===== config.mk =====
export PLATFORM = sky130hd
export DESIGN_NAME = matrix_scan_ctrl
export DESIGN_NICKNAME = d
export VERILOG_FILES = /design/src/rtl/matrix_pkg.sv /design/src/rtl/two_of_five_dec.sv /design/src/rtl/matrix_scan_ctrl.sv
export SDC_FILE = /design/constraint.sdc
export NUM_CORES = 1
export LEC_CHECK = 0
export BUFFER_PORTS_ARGS = -buffer_cell sky130_fd_sc_hd__buf_2
export CORE_MARGIN = 5
export CORE_UTILIZATION = 51
export DETAILED_ROUTE_END_ITERATION = 10
export PLACE_DENSITY = 0.71
export SLEW_MARGIN = 10
export SYNTH_ARGS = -nofsm -noshare
export SYNTH_HDL_FRONTEND = slang
export SYNTH_SLANG_ARGS = --single-unit

===== constraint.sdc =====
create_clock -name clk -period 5.49 [get_ports clk]
set_input_delay 0 -clock clk [delete_from_list [all_inputs] [get_ports clk]]
set_output_delay 0 -clock clk [all_outputs]
set_load 0.005 [all_outputs]

===== src/rtl/matrix_pkg.sv =====
// Shared types, 2-of-5 weights and the 5x7 digit font for the dot-matrix scan controller.
package matrix_pkg;

  localparam int ROWS = 7;

  // 2-of-5 weights for code bits [4:0]
  localparam logic [3:0] WT_B4 = 4'd7;
  localparam logic [3:0] WT_B3 = 4'd4;
  localparam logic [3:0] WT_B2 = 4'd2;
  localparam logic [3:0] WT_B1 = 4'd1;
  localparam logic [3:0] WT_B0 = 4'd0;
  localparam logic [19:0] WEIGHTS = {WT_B4, WT_B3, WT_B2, WT_B1, WT_B0};

  typedef logic [2:0] row_t;

  typedef enum logic [1:0] {
    IDLE  = 2'd0,
    SCAN  = 2'd1,
    BLANK = 2'd2
  } scan_state_t;

  // FONT[digit][row-1]; bit 4 is the leftmost column
  localparam logic [4:0] FONT [10][7] = '{
    '{5'b01110, 5'b10001, 5'b10011, 5'b10101, 5'b11001, 5'b10001, 5'b01110},
    '{5'b00100, 5'b01100, 5'b00100, 5'b00100, 5'b00100, 5'b00100, 5'b01110},
    '{5'b01110, 5'b10001, 5'b00001, 5'b00010, 5'b00100, 5'b01000, 5'b11111},
    '{5'b11111, 5'b00010, 5'b00100, 5'b00010, 5'b00001, 5'b10001, 5'b01110},
    '{5'b00010, 5'b00110, 5'b01010, 5'b10010, 5'b11111, 5'b00010, 5'b00010},
    '{5'b11111, 5'b10000, 5'b11110, 5'b00001, 5'b00001, 5'b10001, 5'b01110},
    '{5'b00110, 5'b01000, 5'b10000, 5'b11110, 5'b10001, 5'b10001, 5'b01110},
    '{5'b11111, 5'b00001, 5'b00010, 5'b00100, 5'b01000, 5'b01000, 5'b01000},
    '{5'b01110, 5'b10001, 5'b10001, 5'b01110, 5'b10001, 5'b10001, 5'b01110},
    '{5'b01110, 5'b10001, 5'b10001, 5'b01111, 5'b00001, 5'b00010, 5'b01100}
  };

  function automatic logic [4:0] glyph(input logic [3:0] digit, input row_t row);
    logic [4:0] g;
    g = '0;
    if (digit <= 4'd9 && row != 3'd0) g = FONT[digit][row - 3'd1];
    return g;
  endfunction

endpackage


===== src/rtl/two_of_five_dec.sv =====
// Combinational 2-of-5 digit decoder (weights 7,4,2,1,0; 7+4 encodes zero).
module two_of_five_dec
  import matrix_pkg::*;
(
  input  logic [4:0] code,
  output logic [3:0] digit,
  output logic       valid
);

  always_comb begin
    logic [3:0] sum;
    logic [2:0] ones;
    sum  = '0;
    ones = '0;
    for (int i = 0; i < 5; i++) begin
      if (code[i]) begin
        ones = ones + 3'd1;
        sum  = sum + WEIGHTS[i*4 +: 4];
      end
    end
    valid = (ones == 3'd2);
    digit = '0;
    if (valid && sum != 4'd11) digit = sum;
  end

endmodule


===== src/rtl/matrix_scan_ctrl.sv =====
// Double-buffered 2-of-5 digit row-scan sequencer for a 5x7 dot-matrix display.
// Optional MATRIX_SCAN_BLANK_EN adds a blank slot after row 7 (8-slot frame).
module matrix_scan_ctrl
  import matrix_pkg::*;
#(
  parameter int DIV   = 4,
  parameter int CNT_W = 16
) (
  input  logic       clk,
  input  logic       rst_n,
  input  logic       load,
  input  logic [4:0] code,
  output logic       ready,
  output logic       ch1,
  output logic       ch2,
  output logic       ch3,
  output logic       v,
  output logic [4:0] col,
  output logic       err,
  output logic       frame_done
);

  scan_state_t      state, state_nx;
  row_t             row, row_nx, ch_q, ch_nx;
  logic [CNT_W-1:0] count;
  logic             tick, swap, wrap;
  logic [4:0]       pending, display, disp_nx, col_nx;
  logic             pend_full, v_nx, err_nx;
  logic [3:0]       dec_digit;
  logic             dec_valid;

  assign tick  = (count == CNT_W'(DIV - 1));
  assign ready = !pend_full;
  assign {ch1, ch2, ch3} = ch_q;

  two_of_five_dec u_dec (
    .code  (disp_nx),
    .digit (dec_digit),
    .valid (dec_valid)
  );

  always_comb begin
    state_nx = state;
    row_nx   = row;
    swap     = 1'b0;
    wrap     = 1'b0;
    if (tick) begin
      case (state)
        IDLE: if (pend_full) begin
          swap     = 1'b1;
          state_nx = SCAN;
          row_nx   = 3'd1;
        end
        SCAN: if (row == row_t'(ROWS)) begin
`ifdef MATRIX_SCAN_BLANK_EN
          state_nx = BLANK;
          row_nx   = '0;
`else
          wrap     = 1'b1;
          row_nx   = 3'd1;
`endif
        end else begin
          row_nx = row + 3'd1;
        end
        BLANK: begin
          wrap     = 1'b1;
          state_nx = SCAN;
          row_nx   = 3'd1;
        end
        default: state_nx = IDLE;
      endcase
    end
    // Swapping only at the wrap keeps every glyph starting at row 1
    if (wrap && pend_full) swap = 1'b1;
    disp_nx = swap ? pending : display;

    ch_nx  = '0;
    v_nx   = 1'b0;
    col_nx = '0;
    err_nx = 1'b0;
    case (state_nx)
      SCAN: begin
        ch_nx  = row_nx;
        v_nx   = dec_valid;
        col_nx = dec_valid ? glyph(dec_digit, row_nx) : 5'b0;
        err_nx = !dec_valid;
      end
      BLANK:   err_nx = !dec_valid;
      default: ;
    endcase
  end

  always_ff @(posedge clk or negedge rst_n) begin
    if (!rst_n) begin
      state <= IDLE;
      row   <= '0;
    end else begin
      state <= state_nx;
      row   <= row_nx;
    end
  end

  always_ff @(posedge clk or negedge rst_n) begin
    if (!rst_n) begin
      count      <= '0;
      pending    <= '0;
      pend_full  <= 1'b0;
      display    <= '0;
      ch_q       <= '0;
      v          <= 1'b0;
      col        <= '0;
      err        <= 1'b0;
      frame_done <= 1'b0;
    end else begin
      count <= tick ? '0 : count + CNT_W'(1);
      if (load && ready) begin
        pending   <= code;
        pend_full <= 1'b1;
      end else if (swap) begin
        pend_full <= 1'b0;
      end
      display    <= disp_nx;
      frame_done <= wrap;
      if (tick) begin
        ch_q <= ch_nx;
        v    <= v_nx;
        col  <= col_nx;
        err  <= err_nx;
      end
    end
  end

endmodule

# After elaboration in Yosys (flattened, before gate mapping)
# Memories as Yosys holds them, arrays and structs flattened.
# Cells that the tools add are included.
[word_totals]
reg_bits = 43
romBits = 560
inputBits = 8
word_cells = 84
mem_count = 1
[mem_list]
columns = ["memory", "depth", "width", "read_ports", "rd_ports_with_merged_regs", "write_ports", "line_no", "source"]
rows = [
  ["(no name shown)", 16, 35, 1, 0, 0, "matrix_pkg.sv:39", "if (digit <= 4'd9 && row != 3'd0) g = FONT[digit][row - 3'd1];"],
]
[classes]
add_sub_neg = 10
order_cmp = 3
eq_ne = 8
mux = 39
n_bitwise = 2
n_reduce_logical = 10
[ops]
columns = ["op", "n"]
rows = [
  ["$mux W35", 2],
  ["$mux W5", 6],
  ["$mux W3", 8],
  ["$add A16 B1 Y16 const B", 1],
  ["$eq A16 B2 Y1 const B", 1],
  ["$mux W16", 1],
  ["$mux W4", 4],
  ["$bmux W5 S3", 1],
  ["$add A3 B1 Y3 const B", 4],
  ["$mux W1", 12],
  ["$pmux W3 S3", 1],
  ["$add A4 B3 Y4 const B", 2],
  ["$pmux W2 S3", 1],
  ["$ge A5 B5 Y1 const B", 1],
  ["$not A4 Y5", 1],
  ["$eq A2 B1 Y1 const B", 2],
  ["$eq A2 B2 Y1 const B", 2],
  ["$ge A4 B4 Y1 const B", 1],
  ["$le A4 B4 Y1 const B", 1],
  ["$logic_and A1 B1 Y1", 4],
  ["$mux W2", 2],
  ["$ne A4 B4 Y1 const B", 1],
  ["$not A3 Y4", 1],
  ["$add A1 B2 Y3 const B", 1],
  ["other kinds (10)", 11],
]

# Logic depth before layout (Yosys ltp)
[depth]
word_depth = 29
ltp_mapped = 28

# Modules after synthesis
# From an unflattened synthesis, not the netlist that was laid out.
[unflattened]
hier_cells = 334
hier_area_um2 = 3130.5
[by_module_without_submodules]
columns = ["module", "n_inst", "cells_each", "area_each_um2", "seq_area_each_um2"]
rows = [
  ["matrix_scan_ctrl", 1, 292, 2783.9, 1076.0],
  ["two_of_five_dec", 1, 42, 346.6, 0.0],
]

# Worst setup path after synthesis
# No wires, ideal clock.
[synth_path]
kind = "flip-flop to flip-flop"
from = "register count[0]"
to = "register col[4]"
arrival_ps = 5154
required_ps = 5425
slack_ps = 272
path_stages_with_launch = 26
path_buffers = 3
path_cell_list = "dfrtp_1 -> ha_1 -> nor4b_4 -> nand4_2 -> nor2_4 -> buf_6 -> clkbuf_1 -> nor3_1 -> a21o_1 -> ha_1 -> inv_1 -> o21ai_0 -> ha_1 -> a311o_1 -> a31o_1 -> buf_2 -> and3_1 -> inv_1 -> ha_1 -> inv_1 -> a22oi_1 -> o21ai_0 -> nor4b_4 -> nand2_1 -> o41ai_1 -> a211o_1"
[synth_via]
elab_chain_len = 27
elab_cells_between_ends = 44
[synth_rtl]
columns = ["element", "line_no", "source"]
rows = [
  ["start, declared", "matrix_scan_ctrl.sv:25", "logic [CNT_W-1:0] count;"],
  ["start signal, assigned", "matrix_scan_ctrl.sv:115", "count <= tick ? '0 : count + CNT_W'(1);"],
  ["$eq A16 B2 Y1 *", "matrix_scan_ctrl.sv:32", "assign tick = (count == CNT_W'(DIV - 1));"],
  ["$mux W1", "matrix_scan_ctrl.sv:47", "if (tick) begin"],
  ["$logic_and A1 B1 Y1", "matrix_scan_ctrl.sv:74", "if (wrap && pend_full) swap = 1'b1;"],
  ["$mux W1", "matrix_scan_ctrl.sv:74", ""],
  ["$mux W5", "matrix_scan_ctrl.sv:75", "disp_nx = swap ? pending : display;"],
  ["$mux W1", "two_of_five_dec.sv:16", "if (code[i]) begin"],
  ["$add A1 B1 Y2", "two_of_five_dec.sv:17", "ones = ones + 3'd1;"],
  ["$mux W3", "two_of_five_dec.sv:16", ""],
  ["[... 9 more ...]", "n/a", ""],
  ["$not A4 Y5 (not written as such)", "matrix_pkg.sv:39", ""],
  ["$mem_v2 Z16 W35", "n/a", ""],
  ["$mux W35 (not written as such) (2 in a row)", "matrix_pkg.sv:39", ""],
  ["$bmux W5 S3", "matrix_pkg.sv:39", ""],
  ["$mux W5 (not written as such) (2 in a row)", "matrix_pkg.sv:39", ""],
  ["$mux W5", "matrix_pkg.sv:39", ""],
  ["$mux W5", "matrix_scan_ctrl.sv:85", "col_nx = dec_valid ? glyph(dec_digit, row_nx) : 5'b0;"],
  ["$mux W5", "matrix_scan_ctrl.sv:81", "case (state_nx)"],
  ["end signal, assigned", "matrix_scan_ctrl.sv:127", "col <= col_nx;"],
  ["end, declared", "matrix_scan_ctrl.sv:18", "output logic [4:0] col,"],
]
# Every way passes the cells marked *; elsewhere a longest branch is shown, timed or not. The select of a mux whose other input is x is not followed.
# A chain may end at the register's enable or synchronous reset.

# Worst setup path in the final report
[layout_path]
from = "register row[0]"
to = "register col[4]"
[layout_via]
elab_chain_len = 29
elab_cells_between_ends = 47
[layout_rtl]
columns = ["element", "line_no", "source"]
rows = [
  ["start, declared", "matrix_scan_ctrl.sv:24", "row_t row, row_nx, ch_q, ch_nx;"],
  ["start signal, assigned", "matrix_scan_ctrl.sv:99", "row <= row_nx;"],
  ["$eq A3 B3 Y1", "matrix_scan_ctrl.sv:54", "SCAN: if (row == row_t'(ROWS)) begin"],
  ["$mux W1", "matrix_scan_ctrl.sv:54", ""],
  ["$pmux W1 S2", "matrix_scan_ctrl.sv:48", "case (state)"],
  ["$mux W1", "matrix_scan_ctrl.sv:47", ""],
  ["$logic_and A1 B1 Y1", "matrix_scan_ctrl.sv:74", ""],
  ["$mux W1", "matrix_scan_ctrl.sv:74", ""],
  ["$mux W5", "matrix_scan_ctrl.sv:75", ""],
  ["$mux W1", "two_of_five_dec.sv:16", ""],
  ["[... 11 more ...]", "n/a", ""],
  ["$not A4 Y5 (not written as such)", "matrix_pkg.sv:39", ""],
  ["$mem_v2 Z16 W35", "n/a", ""],
  ["$mux W35 (not written as such) (2 in a row)", "matrix_pkg.sv:39", ""],
  ["$bmux W5 S3", "matrix_pkg.sv:39", ""],
  ["$mux W5 (not written as such) (2 in a row)", "matrix_pkg.sv:39", ""],
  ["$mux W5", "matrix_pkg.sv:39", ""],
  ["$mux W5 *", "matrix_scan_ctrl.sv:85", ""],
  ["$mux W5 *", "matrix_scan_ctrl.sv:81", ""],
]
# Marks and branches as above.

==> metrics.txt <==
critical path peak fanout 6; largest net degree at the start of global routing 44; PortBufs 19; Gate Count Post-Synth 374; Critical-path top delay cell dfrtp_1; FF-to-FF Start row[0]$_DFF_PN0_; 1st-iter DRT viols 203; RD Place Congestion 0.996; R2R depth 24; Worst EP required 5.73 ns; R2R Setup Slk 0.44 ns; # rows 29; Area contributors post-synth dfrtp_1 32%, ha_1 6.7%, nand2_1 4.0%; first-pass GRT wire length 14.1 mm; r2r endpoint col[4]$_DFFE_PN0N_; diode count 0; pre-CTS WS 0.393 ns; layout cells sized above 1 0.168; # clock sinks 43; Die Span Y 91.1 um; Ys Warns 0; Clk pin slew, worst setup/hold paths 0.08 ns; maxcap violations 0; Setup crit end col[4]$_DFFE_PN0N_; Core ar. 6390 sq um; Peak Freq 0.198 GHz; initial antenna violation count 0; final worst slack 0.444 ns; Data arrival, critical path 5.28 ns; Syn Area/Cell 8.96 sq um; FF+latch count, synth 43; Async SR Flop Fraction 1.00; status complete, no violations; worst-skew pair later-pin latency 0.29 ns; Via density 6.34; final hold vios 0; CTS tree yes; Top Usage Layer GRT met2; global-route usage over all layers 0.202; met3 Use GR 0.0289; commonest cells after routing, fill and taps aside 43 x dfrtp_1, 36 x nand2_1, 23 x a21oi_1; Slew @ Worst Pin 0.942 ns; met2 Usage GRT 0.325; maximum root-to-sink buffer count 2; Critical Path Most Common Cell ha_1; I/O pins 20; WL/cell 17.4 um; DR pass1 iterations 5; register area share after synthesis 0.321; routed vias 3013; CP max stage delay 0.42 ns; fin crit share 0.919; area share of the largest cell type after synthesis 0.321; EDFF count, synth 0; Crit Path Category flip-flop to flip-flop; worst hold slack 0.390 ns; Cell Area, Synth 3350 sq um; Hold Crit Class input port to async pin; critical path launch point type flip-flop; H-tree depth 2; Max Slew Vio Count 0; Routed WL 8.27 mm; CTS Buf Count 5; Setup Viol. Count Final 0; Post-DP Area 3510 sq um; final layout net count 423; crit-path cells ha_1 -> ha_1 -> and3_1 -> o21ai_2 -> nor2_4 -> nor3_1 -> a21o_1 -> ha_1 -> inv_1 -> o21ai_0 -> ha_1 -> a211o_1 -> o211ai_1 -> and2_0 -> nor2_2 -> nand2_1 -> ha_2 -> inv_1 -> a22oi_1 -> o21ai_0 -> nor4b_4 -> nand2_1 -> o41ai_1 -> a211o_1; Initial Util 0.525; Worst Skew 0.00827 ns; ANT nets after route 0; Synth area leader dfrtp_1; crit end category flip-flop; Post-synth top flop dfrtp_1; met1 Use GR 0.276; Tmin final 5.05 ns; area growth from synthesis to layout 11.2%; distinct cell type count of the synthesized netlist 70; Clock Tree Root clkbuf_8; syn_nets 400; Die Width 91.1 um; global route total overflow 0; post-layout util 0.584; commonest non-fill, non-tap cell in the layout dfrtp_1; crit path from row[0]$_DFF_PN0_; finished layout cell area 3730 sq um; Slew headroom 0.372; die area 8290 sq um; vias in the first global route 2938; drt drc 0; HPWL Detailed 6.14 mm
cell usage after synthesis, types with 3 or more instances:
master	count
nor2b_1	4
o21ai_0	17
nor2_1	22
nor3_1	9
nand2_1	36
o211ai_1	5
xor2_1	4
a211o_1	5
and3_1	8
a21boi_0	4
nand3_1	10
o31ai_1	5
inv_1	21
a22oi_1	4
clkbuf_1	10
a311o_1	3
dfrtp_1	43
a2111oi_0	3
a21o_1	4
ha_1	18
a211oi_1	4
a22o_1	3
mux2i_1	8
xnor2_1	15
nor3b_1	3
buf_2	8
a21oi_1	23
and2_1	5
nand4_1	5
nand2b_1	4
mux2_2	10
registers in the layout, summed over array words and instances (netlist names):
signal / count
count: 16
frame_done: 1
row: 3
display: 5
v: 1
pending: 5
ch_q: 3
pend_full: 1
col: 5
state: 2
err: 1
final cells by class:
class / count / area, sq um
fill: 562 / 2660
multi-input combinational: 289 / 2100
sequential: 43 / 1080
timing repair buffer: 36 / 240
tap: 77 / 96.3
inverter: 22 / 82.6
clock buffer: 6 / 72.6
clock inverter: 2 / 60.1
logic make-up (layout without fill, tap and decap cells):
group,count (synthesis),in the layout,synth area share
and+or+nand+nor,122,122,0.202
AOI/OAI and AO/OA,109,109,0.233
DFF,43,43,0.321
buffers and inverters,42,66,0.0545
xor gates and xnor gates,21,21,0.0616
adders and majority gates,19,19,0.0702
muxes,18,18,0.0575
per-stage QoR:
step,setup TNS [ns],cells
after global placement,0,459
final,0,475
after detailed placement,0,459
after CTS,0,474
after floorplan,0,374
after global routing,-0.0000191,475
worst max-delay path, delay by kind of cell, from the launching register on:
kind | cells | cell delay, ns
compound gates | 9 | 1.79
simple gates | 8 | 1.35
fa+ha+maj | 5 | 1.25
flops | 1 | 0.42
buf+inv | 2 | 0.19
worst min path at each step:
stage	startpoint	to	slack, ns	cells after the start
floorplan	rst_n	ch_q[0]$_DFFE_PN0N_	-0.30	0
global placement	rst_n	count[7]$_DFF_PN0_	0.20	1
detailed placement	code[1]	pending[1]$_DFFE_PN0P_	0.21	3
CTS	rst_n	count[7]$_DFF_PN0_	0.44	2
global route	code[3]	pending[3]$_DFFE_PN0P_	0.49	3
finish	rst_n	count[7]$_DFF_PN0_	0.39	2
per-layer routing:
layer	share of wire	vias up
met4	0.028	0
met3	0.048	28
met1	0.46	1473
met2	0.47	92
li1	-	1420
met5	0	-
repair_timing:
item | CTS | global route
setup buffers | 0 | 1
endpoints found under the hold margin | 49 | 0
resized for setup | 0 | 3
endpoints found under the setup margin | 0 | 2
hold buffers | 7 | 0
Power is left out: the tool's default activity adds up to more than one toggle a clock period on the data nets, which glitch-free logic cannot reach.
